`src/rtl/pll_lock_reset_sequencer_if.sv`:
```
// Signal bundle between the PLL lock/reset sequencer and its surroundings.
// The sequencer takes the master modport; the PLL wrapper side takes the slave modport.
interface pll_lock_reset_sequencer_if #(
    parameter int unsigned CNT_W = 8
) ();
    logic             locked;
    logic             force_pll_rst;
    logic             pll_rst;
    logic             sys_rst;
    logic             ready;
    logic             lock_lost;
    logic [CNT_W-1:0] loss_count;
    logic [CNT_W-1:0] retry_count;
    logic [2:0]       state;

    modport master (
        input  locked,
        input  force_pll_rst,
        output pll_rst,
        output sys_rst,
        output ready,
        output lock_lost,
        output loss_count,
        output retry_count,
        output state
    );

    modport slave (
        output locked,
        output force_pll_rst,
        input  pll_rst,
        input  sys_rst,
        input  ready,
        input  lock_lost,
        input  loss_count,
        input  retry_count,
        input  state
    );
endinterface

```
`src/rtl/pll_lock_reset_sequencer.sv`:
```
// PLL lock qualifier and system reset sequencer.
// Synchronises the asynchronous PLL LOCK into the board clock domain, requires it to be
// stable before releasing sys_rst, pulses the PLL reset on lock timeout or on request,
// and keeps saturating counts of lock losses and PLL reset retries.
module pll_lock_reset_sequencer #(
    parameter int unsigned SYNC_STAGES   = 2,
    parameter int unsigned STABLE_CYCLES = 1024,
    parameter int unsigned HOLD_CYCLES   = 256,
    parameter int unsigned LOCK_TIMEOUT  = 65536,
    parameter int unsigned PLLRST_CYCLES = 16,
    parameter int unsigned CNT_W         = 8
) (
    input logic                        clock,
    input logic                        resetn,
    pll_lock_reset_sequencer_if.master bus
);

    typedef enum logic [2:0] {
        StWaitLock = 3'd0,
        StStable   = 3'd1,
        StHold     = 3'd2,
        StRun      = 3'd3,
        StPllReset = 3'd4
    } state_e;

    // One shared timer, sized for the longest dwell it ever has to count.
    localparam int unsigned MAX_SH    = (STABLE_CYCLES > HOLD_CYCLES) ? STABLE_CYCLES
                                                                      : HOLD_CYCLES;
    localparam int unsigned MAX_TP    = (LOCK_TIMEOUT > PLLRST_CYCLES) ? LOCK_TIMEOUT
                                                                       : PLLRST_CYCLES;
    localparam int unsigned TIMER_MAX = (MAX_SH > MAX_TP) ? MAX_SH : MAX_TP;
    localparam int unsigned TIMER_W   = $clog2(TIMER_MAX);

    localparam logic [TIMER_W-1:0] STABLE_LAST  = TIMER_W'(STABLE_CYCLES - 1);
    localparam logic [TIMER_W-1:0] HOLD_LAST    = TIMER_W'(HOLD_CYCLES - 1);
    localparam logic [TIMER_W-1:0] TIMEOUT_LAST = TIMER_W'(LOCK_TIMEOUT - 1);
    localparam logic [TIMER_W-1:0] PLLRST_LAST  = TIMER_W'(PLLRST_CYCLES - 1);
    localparam logic [CNT_W-1:0]   CNT_SAT      = {CNT_W{1'b1}};

    logic [SYNC_STAGES-1:0] sync_q, sync_d;
    state_e                 state_q, state_d;
    logic [TIMER_W-1:0]     timer_q, timer_d;
    logic [CNT_W-1:0]       loss_q, loss_d;
    logic [CNT_W-1:0]       retry_q, retry_d;
    logic                   sys_rst_q, sys_rst_d;
    logic                   ready_q, ready_d;
    logic                   pll_rst_q, pll_rst_d;
    logic                   lock_lost_q, lock_lost_d;
    logic                   locked_s;
    logic                   lock_loss;

    // Raw LOCK feeds flop 1 directly; nothing combinational in front of the synchroniser.
    assign sync_d   = {sync_q[SYNC_STAGES-2:0], bus.locked};
    assign locked_s = sync_q[SYNC_STAGES-1];

    // Next-state, timer, counters and next-state-decoded outputs.
    always_comb begin
        state_d   = state_q;
        timer_d   = timer_q + TIMER_W'(1);
        lock_loss = 1'b0;

        unique case (state_q)
            StWaitLock: begin
                if (locked_s) begin
                    state_d = StStable;
                end else if (timer_q == TIMEOUT_LAST) begin
                    state_d = StPllReset;
                end
            end
            StStable: begin
                if (!locked_s) begin
                    state_d = StWaitLock;
                end else if (timer_q == STABLE_LAST) begin
                    state_d = StHold;
                end
            end
            StHold: begin
                if (!locked_s) begin
                    state_d = StWaitLock;
                end else if (timer_q == HOLD_LAST) begin
                    state_d = StRun;
                end
            end
            StRun: begin
                timer_d = timer_q;
                if (!locked_s) begin
                    state_d   = StWaitLock;
                    lock_loss = 1'b1;
                end
            end
            StPllReset: begin
                if (timer_q == PLLRST_LAST) begin
                    state_d = StWaitLock;
                end
            end
            default: begin
                state_d = StWaitLock;
            end
        endcase

        // Forced PLL reset overrides everything; inside PLL_RESET it stretches the pulse.
        if (bus.force_pll_rst) begin
            state_d = StPllReset;
        end

        if ((state_d != state_q) || (bus.force_pll_rst && (state_q == StPllReset))) begin
            timer_d = '0;
        end

        loss_d = loss_q;
        if (lock_loss && (loss_q != CNT_SAT)) begin
            loss_d = loss_q + CNT_W'(1);
        end

        retry_d = retry_q;
        if ((state_d == StPllReset) && (state_q != StPllReset) && (retry_q != CNT_SAT)) begin
            retry_d = retry_q + CNT_W'(1);
        end

        sys_rst_d   = (state_d != StRun);
        ready_d     = (state_d == StRun);
        pll_rst_d   = (state_d == StPllReset);
        lock_lost_d = lock_loss;
    end

    // State, synchroniser, counters and registered outputs.
    always_ff @(posedge clock or negedge resetn) begin
        if (!resetn) begin
            sync_q      <= '0;
            state_q     <= StWaitLock;
            timer_q     <= '0;
            loss_q      <= '0;
            retry_q     <= '0;
            sys_rst_q   <= 1'b1;
            ready_q     <= 1'b0;
            pll_rst_q   <= 1'b0;
            lock_lost_q <= 1'b0;
        end else begin
            sync_q      <= sync_d;
            state_q     <= state_d;
            timer_q     <= timer_d;
            loss_q      <= loss_d;
            retry_q     <= retry_d;
            sys_rst_q   <= sys_rst_d;
            ready_q     <= ready_d;
            pll_rst_q   <= pll_rst_d;
            lock_lost_q <= lock_lost_d;
        end
    end

    assign bus.pll_rst     = pll_rst_q;
    assign bus.sys_rst     = sys_rst_q;
    assign bus.ready       = ready_q;
    assign bus.lock_lost   = lock_lost_q;
    assign bus.loss_count  = loss_q;
    assign bus.retry_count = retry_q;
    assign bus.state       = state_q;

endmodule
```
`src/flat_wrapper.sv`:
```
// flat-port wrapper written by rule: the top's interface ports become plain ports
module pll_lock_reset_sequencer_flat 
#(
    parameter int unsigned SYNC_STAGES   = 2,
    parameter int unsigned STABLE_CYCLES = 1024,
    parameter int unsigned HOLD_CYCLES   = 256,
    parameter int unsigned LOCK_TIMEOUT  = 65536,
    parameter int unsigned PLLRST_CYCLES = 16,
    parameter int unsigned CNT_W         = 8
)
  (clock, resetn, bus_locked, bus_force_pll_rst, bus_pll_rst, bus_sys_rst, bus_ready, bus_lock_lost, bus_loss_count, bus_retry_count, bus_state);
  pll_lock_reset_sequencer_if #(.CNT_W(CNT_W)) bus_i ();
  input logic clock;
  input logic resetn;
  input wire logic [$bits(bus_i.locked)-1:0] bus_locked;
  input wire logic [$bits(bus_i.force_pll_rst)-1:0] bus_force_pll_rst;
  output wire logic [$bits(bus_i.pll_rst)-1:0] bus_pll_rst;
  output wire logic [$bits(bus_i.sys_rst)-1:0] bus_sys_rst;
  output wire logic [$bits(bus_i.ready)-1:0] bus_ready;
  output wire logic [$bits(bus_i.lock_lost)-1:0] bus_lock_lost;
  output wire logic [$bits(bus_i.loss_count)-1:0] bus_loss_count;
  output wire logic [$bits(bus_i.retry_count)-1:0] bus_retry_count;
  output wire logic [$bits(bus_i.state)-1:0] bus_state;
  assign bus_i.locked = bus_locked;
  assign bus_i.force_pll_rst = bus_force_pll_rst;
  assign bus_pll_rst = bus_i.pll_rst;
  assign bus_sys_rst = bus_i.sys_rst;
  assign bus_ready = bus_i.ready;
  assign bus_lock_lost = bus_i.lock_lost;
  assign bus_loss_count = bus_i.loss_count;
  assign bus_retry_count = bus_i.retry_count;
  assign bus_state = bus_i.state;
  pll_lock_reset_sequencer #(.SYNC_STAGES(SYNC_STAGES), .STABLE_CYCLES(STABLE_CYCLES), .HOLD_CYCLES(HOLD_CYCLES), .LOCK_TIMEOUT(LOCK_TIMEOUT), .PLLRST_CYCLES(PLLRST_CYCLES), .CNT_W(CNT_W)) u_core (.clock(clock), .resetn(resetn), .bus(bus_i));
endmodule
```
`config.mk`:
```
export PLATFORM = sky130hd
export DESIGN_NAME = pll_lock_reset_sequencer_flat
export DESIGN_NICKNAME = d
export VERILOG_FILES = /design/src/rtl/pll_lock_reset_sequencer_if.sv /design/src/rtl/pll_lock_reset_sequencer.sv /design/src/flat_wrapper.sv
export SDC_FILE = /design/constraint.sdc
export NUM_CORES = 1
export LEC_CHECK = 0
export ABC_CLOCK_PERIOD_IN_PS = 4900
export BUFFER_PORTS_ARGS = -buffer_cell sky130_fd_sc_hd__buf_2
export CELL_PAD_IN_SITES_DETAIL_PLACEMENT = 0
export CELL_PAD_IN_SITES_GLOBAL_PLACEMENT = 2
export CORE_UTILIZATION = 39
export DETAILED_ROUTE_END_ITERATION = 8
export GPL_TIMING_DRIVEN = 0
export PLACE_DENSITY = 0.94
export SYNTH_ARGS = -nofsm -noshare
export SYNTH_HDL_FRONTEND = slang
export SYNTH_SLANG_ARGS = --single-unit
```
`constraint.sdc`:
```
create_clock -name clock -period 4.9 [get_ports clock]
set_input_delay 0.245 -clock clock [delete_from_list [all_inputs] [get_ports clock]]
set_output_delay 0.245 -clock clock [all_outputs]
set_load 0.02 [all_outputs]
```
Word-level counts from Yosys, hierarchy flattened
Cells that the tools add are included.
{"block": "word_totals", "reg_bits": 41, "ramBits": 0, "latchBits": 0, "elab_cells": 48, "rom_bits": 0, "inputBits": 4, "out_inout_bits": 23, "memories": 0}
{"block": "op_classes", "n_reduce_logical": 6, "eq_ne": 16, "add_sub_neg": 3, "mul": 0, "div": 0, "shift": 0, "bitwise_logic": 0, "n_mux": 14, "order_cmp": 0}
{"cell": "16-bit 2-to-1 mux", "n": 2}
{"cell": "3-bit 2-to-1 mux", "n": 9}
{"cell": "16-bit by 1-bit adder with 16-bit output, second input constant", "n": 1}
{"cell": "8-bit by 1-bit adder with 8-bit output, second input constant", "n": 2}
{"cell": "16-bit by 10-bit equality test with 1-bit output, second input constant", "n": 1}
{"cell": "16-bit equality test, second input constant", "n": 1}
{"cell": "16-bit by 4-bit equality test with 1-bit output, second input constant", "n": 1}
{"cell": "16-bit by 8-bit equality test with 1-bit output, second input constant", "n": 1}
{"cell": "8-bit inequality test, second input constant", "n": 2}
{"cell": "3-bit one-hot mux with 5 select lines", "n": 1}
{"cell": "3-bit by 2-bit equality test with 1-bit output, second input constant", "n": 3}
{"cell": "3-bit equality test, second input constant", "n": 2}
{"cell": "1-bit logical AND", "n": 4}
{"cell": "3-bit by 1-bit equality test with 1-bit output, second input constant", "n": 1}
{"cell": "3-bit logical NOT", "n": 1}
{"cell": "3-bit by 2-bit inequality test with 1-bit output, second input constant", "n": 1}
{"cell": "3-bit inequality test", "n": 1}
{"cell": "3-bit inequality test, second input constant", "n": 1}
{"cell": "1-bit 2-to-1 mux", "n": 2}
{"cell": "2-bit by 1-bit inequality test with 1-bit output, second input constant", "n": 1}
{"cell": "1-bit logical OR", "n": 1}

Depth between registers and ports, before layout
{"block": "depth", "word_depth": 8, "ltp_mapped": 7, "depth_no_buf": 6}

Least setup slack after synthesis
OpenSTA, ideal clock, no wires.
{"block": "synth_timing", "kind": "reg-to-reg", "from": "register u_core.state_q[1] (netlist: u_core.bus.state[1])", "to": "register u_core.loss_q[5] (netlist: u_core.bus.loss_count[5])", "required_time_ns": 4.771, "n_path_buf": 2, "setup_ns": 0.129, "slack_ns": 2.889, "path_stages_with_launch": 7, "synth_period_minus_slack_ns": 2.011, "arrival_time_ns": 1.882, "path_cell_list": "dfrtp_1 -> clkbuf_2 -> nand3b_1 -> clkbuf_1 -> a2111oi_0 -> nand3_1 -> xnor2_1"}
{"block": "synth_between", "elab_chain_len": 3}
{"item": "from (decl)", "line_no": "pll_lock_reset_sequencer.sv:41", "text": "state_e state_q, state_d;"}
{"item": "from (signal assigned)", "line_no": "pll_lock_reset_sequencer.sv:130", "text": "state_q <= StWaitLock;"}
{"item": "from (signal assigned)", "line_no": "pll_lock_reset_sequencer.sv:140", "text": "state_q <= state_d;"}
{"item": "3-bit by 2-bit equality test with 1-bit output", "line_no": "pll_lock_reset_sequencer.sv:62", "text": "unique case (state_q)"}
{"item": "1-bit 2-to-1 mux", "line_no": "pll_lock_reset_sequencer.sv:62"}
{"item": "1-bit logical AND", "line_no": "pll_lock_reset_sequencer.sv:111", "text": "if (lock_loss && (loss_q != CNT_SAT)) begin"}
{"item": "to (signal assigned)", "line_no": "pll_lock_reset_sequencer.sv:142", "text": "loss_q <= loss_d;"}
{"item": "to (decl)", "line_no": "pll_lock_reset_sequencer.sv:43", "text": "logic [CNT_W-1:0] loss_q, loss_d;"}
No other way between the ends.
A chain may end at the register's enable or synchronous reset.

Worst setup path in the final report
{"block": "layout_timing", "from": "register u_core.state_q[2] (netlist: u_core.bus.state[2])", "to": "register u_core.loss_q[5] (netlist: u_core.bus.loss_count[5])"}
The elaborated chain is that of the path after synthesis.

==> summary.md <==
| Metric | Value |
|---|---|
| Slew of the pin with the lowest slew margin | `0.8830 ns` |
| Max-slew headroom | `39.61%` |
| Worst-path maximum fanout | `10` |
| CP Class | `register to register` |
| Clock buffer depth | `2` |
| Yosys cell types | `38` |
| ANT nets after route | `0` |
| Fmax | `455.9 MHz` |
| Period Utilization, post-route | `44.77%` |
| Initial Util | `41.20%` |
| FF+latch count, synth | `41` |
| Hold buffers post-CTS | `0` |
| # diodes | `0` |
| Starting DRT DRC Count | `89` |
| Area delta synth->final | `16.75%` |
| Synthesized netlist cell count | `190` |
| Synthesized area | `1972 µm²` |
| Arr. time, crit path | `2.37 ns` |
| Die area | `5344 µm²` |
| Worst min-delay path class | `input pin to register` |
| Most common cell after layout, fill and taps aside | `dfrtp_1` |
| Startpoint types | `register` |
| Die Width | `73.11 µm` |
| Number of H-tree levels | `2` |
| Clk Latency, worst-skew pair | `0.29 ns` |
| Largest cells by area after synthesis | `dfrtp_1 (51%), xnor2_1 (7.6%), nor2_1 (4.8%), nand3_1 (4.6%), xor2_1 (4.4%)` |
| Synth area leader | `dfrtp_1` |
| Setup Viol. Count Final | `0` |
| First-pass GRT wire length | `6154 µm` |
| Initial antenna violation count | `0` |
| Pre-CTS setup slack | `2.697 ns` |
| Syn Area/Cell | `10.38 µm²` |
| Area share of the largest cell type after synthesis | `50.76%` |
| Worst vdd ir | `0.1073 mV` |
| Sequential area share after synthesis | `52.09%` |
| Max_cap viols | `0` |
| Uppermost routed layer | `met4` |
| Routed via count | `1434` |
| Total track usage | `15.47%` |
| Core Rows | `25` |
| Gr ovfl total | `0` |
| Worst Skew | `0.007667 ns` |
| Asr flop ratio synth | `100.0%` |
| Total CTS buffers | `5` |
| Run status | `complete, no violations` |
| Main flop type after synthesis | `dfrtp_1` |
| Pleak | `1.073 nW` |
| CTS root buffer | `clkbuf_8` |
| Routed WL | `3682 µm` |
| Hold Worst Slack | `0.05109 ns` |
| Routed met3 length | `99 µm` |
| Vias in the first global route | `1303` |
| Residual DRC count | `0` |
| Layout cells sized above 1 | `20.54%` |
| M1 WL | `1914 µm` |
| Fillers | `470` |
| Wire length on met2 | `1604 µm` |
| Setup ws final | `2.706 ns` |
| Commonest cells after routing, fill and taps aside | `dfrtp_1 (40), buf_2 (26), nor2_1 (25), nand3_1 (18), xnor2_1 (17)` |
| Worst path required time | `5.08 ns` |
| Syn. warnings | `0` |
| Power Density | `286.6 nW/µm²` |
| Drt wl/cell | `12.65 µm` |
| Fin. Hold Viols | `0` |
| Number of synthesized flops with an enable pin | `0` |
| Largest net degree at the start of global routing | `42` |
| GP Congestion | `0.7627` |
| Aggregate negative setup slack | `0 ns` |
| Slew Limit Fails | `0` |
| Final min period | `2.194 ns` |
| Io pins | `27` |
| Core ar. | `4786 µm²` |
| Clock Pin Slew Worst Setup and Hold Paths | `0.08 ns` |
| Drt first pass iters | `3` |
| Post-DP HPWL | `2546 µm` |
| RSZ-0062 raised after global routing | `false` |
| Vias/cell | `4.928` |
| Tot Pwr | `659.8 µW` |
| Nets@finish | `230` |
| Sink Count | `41` |
| Vert. Die Dim | `73.11 µm` |
| Post-CTS sizing | `0` |
| Net count after synthesis | `197` |
| Port bufs | `26` |
| Crit end category | `register` |
| Postcts setup bufs | `0` |
| CTS tree | `done` |
==> layout make-up <==
class	count	area, µm²	area share, %
inverters	5	18.77	0.8152
flip-flops and latches	41	1027	44.62
multi-input cells	140	900.9	39.13
well taps	67	83.83	3.641
clock inverters	1	30.03	1.304
clock buffers	7	86.33	3.750
repair buffers	26	130.1	5.652
plain buffers	4	25.02	1.087
==> kinds of logic after synthesis <==
family / count (synthesis) / share of synthesized area, %
AOI/OAI and AO/OA: 13 / 4.379
adders and majority gates: 3 / 1.904
DFF: 41 / 52.09
muxes: 5 / 2.792
xor gates and xnor gates: 27 / 11.99
and+or+nand+nor: 92 / 24.62
buffers and inverters: 9 / 2.221
==> worst max-delay path, stage by stage (launching register included) <==
cell       delay [ns]
dfrtp_1          0.45
nand3b_1         0.25
clkbuf_1         0.28
a2111oi_0        0.76
nand3_1          0.19
xnor2_1          0.16
==> stage by stage <==
stage               utilization [%]  instance area [µm²]  std cells
global route                  48.10                 2302        291
detailed placement            45.67                 2186        283
finish                        48.10                 2302        291
CTS                           48.10                 2302        291
floorplan                         -                 1972        190
global placement              45.67                 2186        283
==> where the power goes <==
group | internal [mW] | leakage (nW) | switching (mW)
Clock | 0.166 | 0.0585 | 0.113
Combinational | 0.0103 | 0.465 | 0.0190
Sequential | 0.344 | 0.550 | 0.00660
==> layer usage <==
layer  vias to the layer above  GRT usage, %
met2                        16         21.40
met5                         -             0
met3                         5         4.144
li1                        732             -
met4                         0         6.536
met1                       681         22.59
==> cell usage after synthesis, types with 2 or more instances <==
| cell | n |
|---|---|
| dfrtp_1 | 40 |
| nor2b_1 | 2 |
| ha_1 | 3 |
| nand4_1 | 7 |
| nor2_1 | 25 |
| nor4_1 | 2 |
| nand2_1 | 13 |
| and4_1 | 3 |
| o21ai_0 | 3 |
| nand3b_1 | 2 |
| mux2_2 | 4 |
| nand2b_1 | 3 |
| and3_1 | 5 |
| nor3_1 | 3 |
| clkbuf_2 | 2 |
| nand3_1 | 18 |
| inv_1 | 5 |
| xnor2_1 | 17 |
| or2_2 | 2 |
| xor2_1 | 10 |
| a21oi_1 | 4 |
==> sequential cells by signal, summed over array words and instances (netlist names) <==
signal,flops
u_core.sync_q,2
u_core.bus.state,3
u_core.timer_q,16
u_core.bus.lock_lost,1
u_core.bus.loss_count,8
u_core.bus.retry_count,8
u_core.bus.ready,1
u_core.bus.sys_rst,1
u_core.bus.pll_rst,1
==> path summary, 6_finish.rpt <==
check | from | cells past startpoint | end | slack, ns
min | bus_locked | 1 | u_core.sync_q[0] | 0.05
min reg2reg | u_core.sync_q[0] | 0 | u_core.sync_q[1] | 0.36
max in group asynchronous | resetn | 1 | u_core.bus.loss_count[3] | 4.26
max reg2reg | u_core.bus.state[2] | 5 | u_core.bus.loss_count[5] | 2.71
min in group asynchronous | resetn | 1 | u_core.timer_q[5] | 0.07
max | u_core.bus.state[2] | 5 | u_core.bus.loss_count[5] | 2.71
Power figures use the tool's default switching activity.
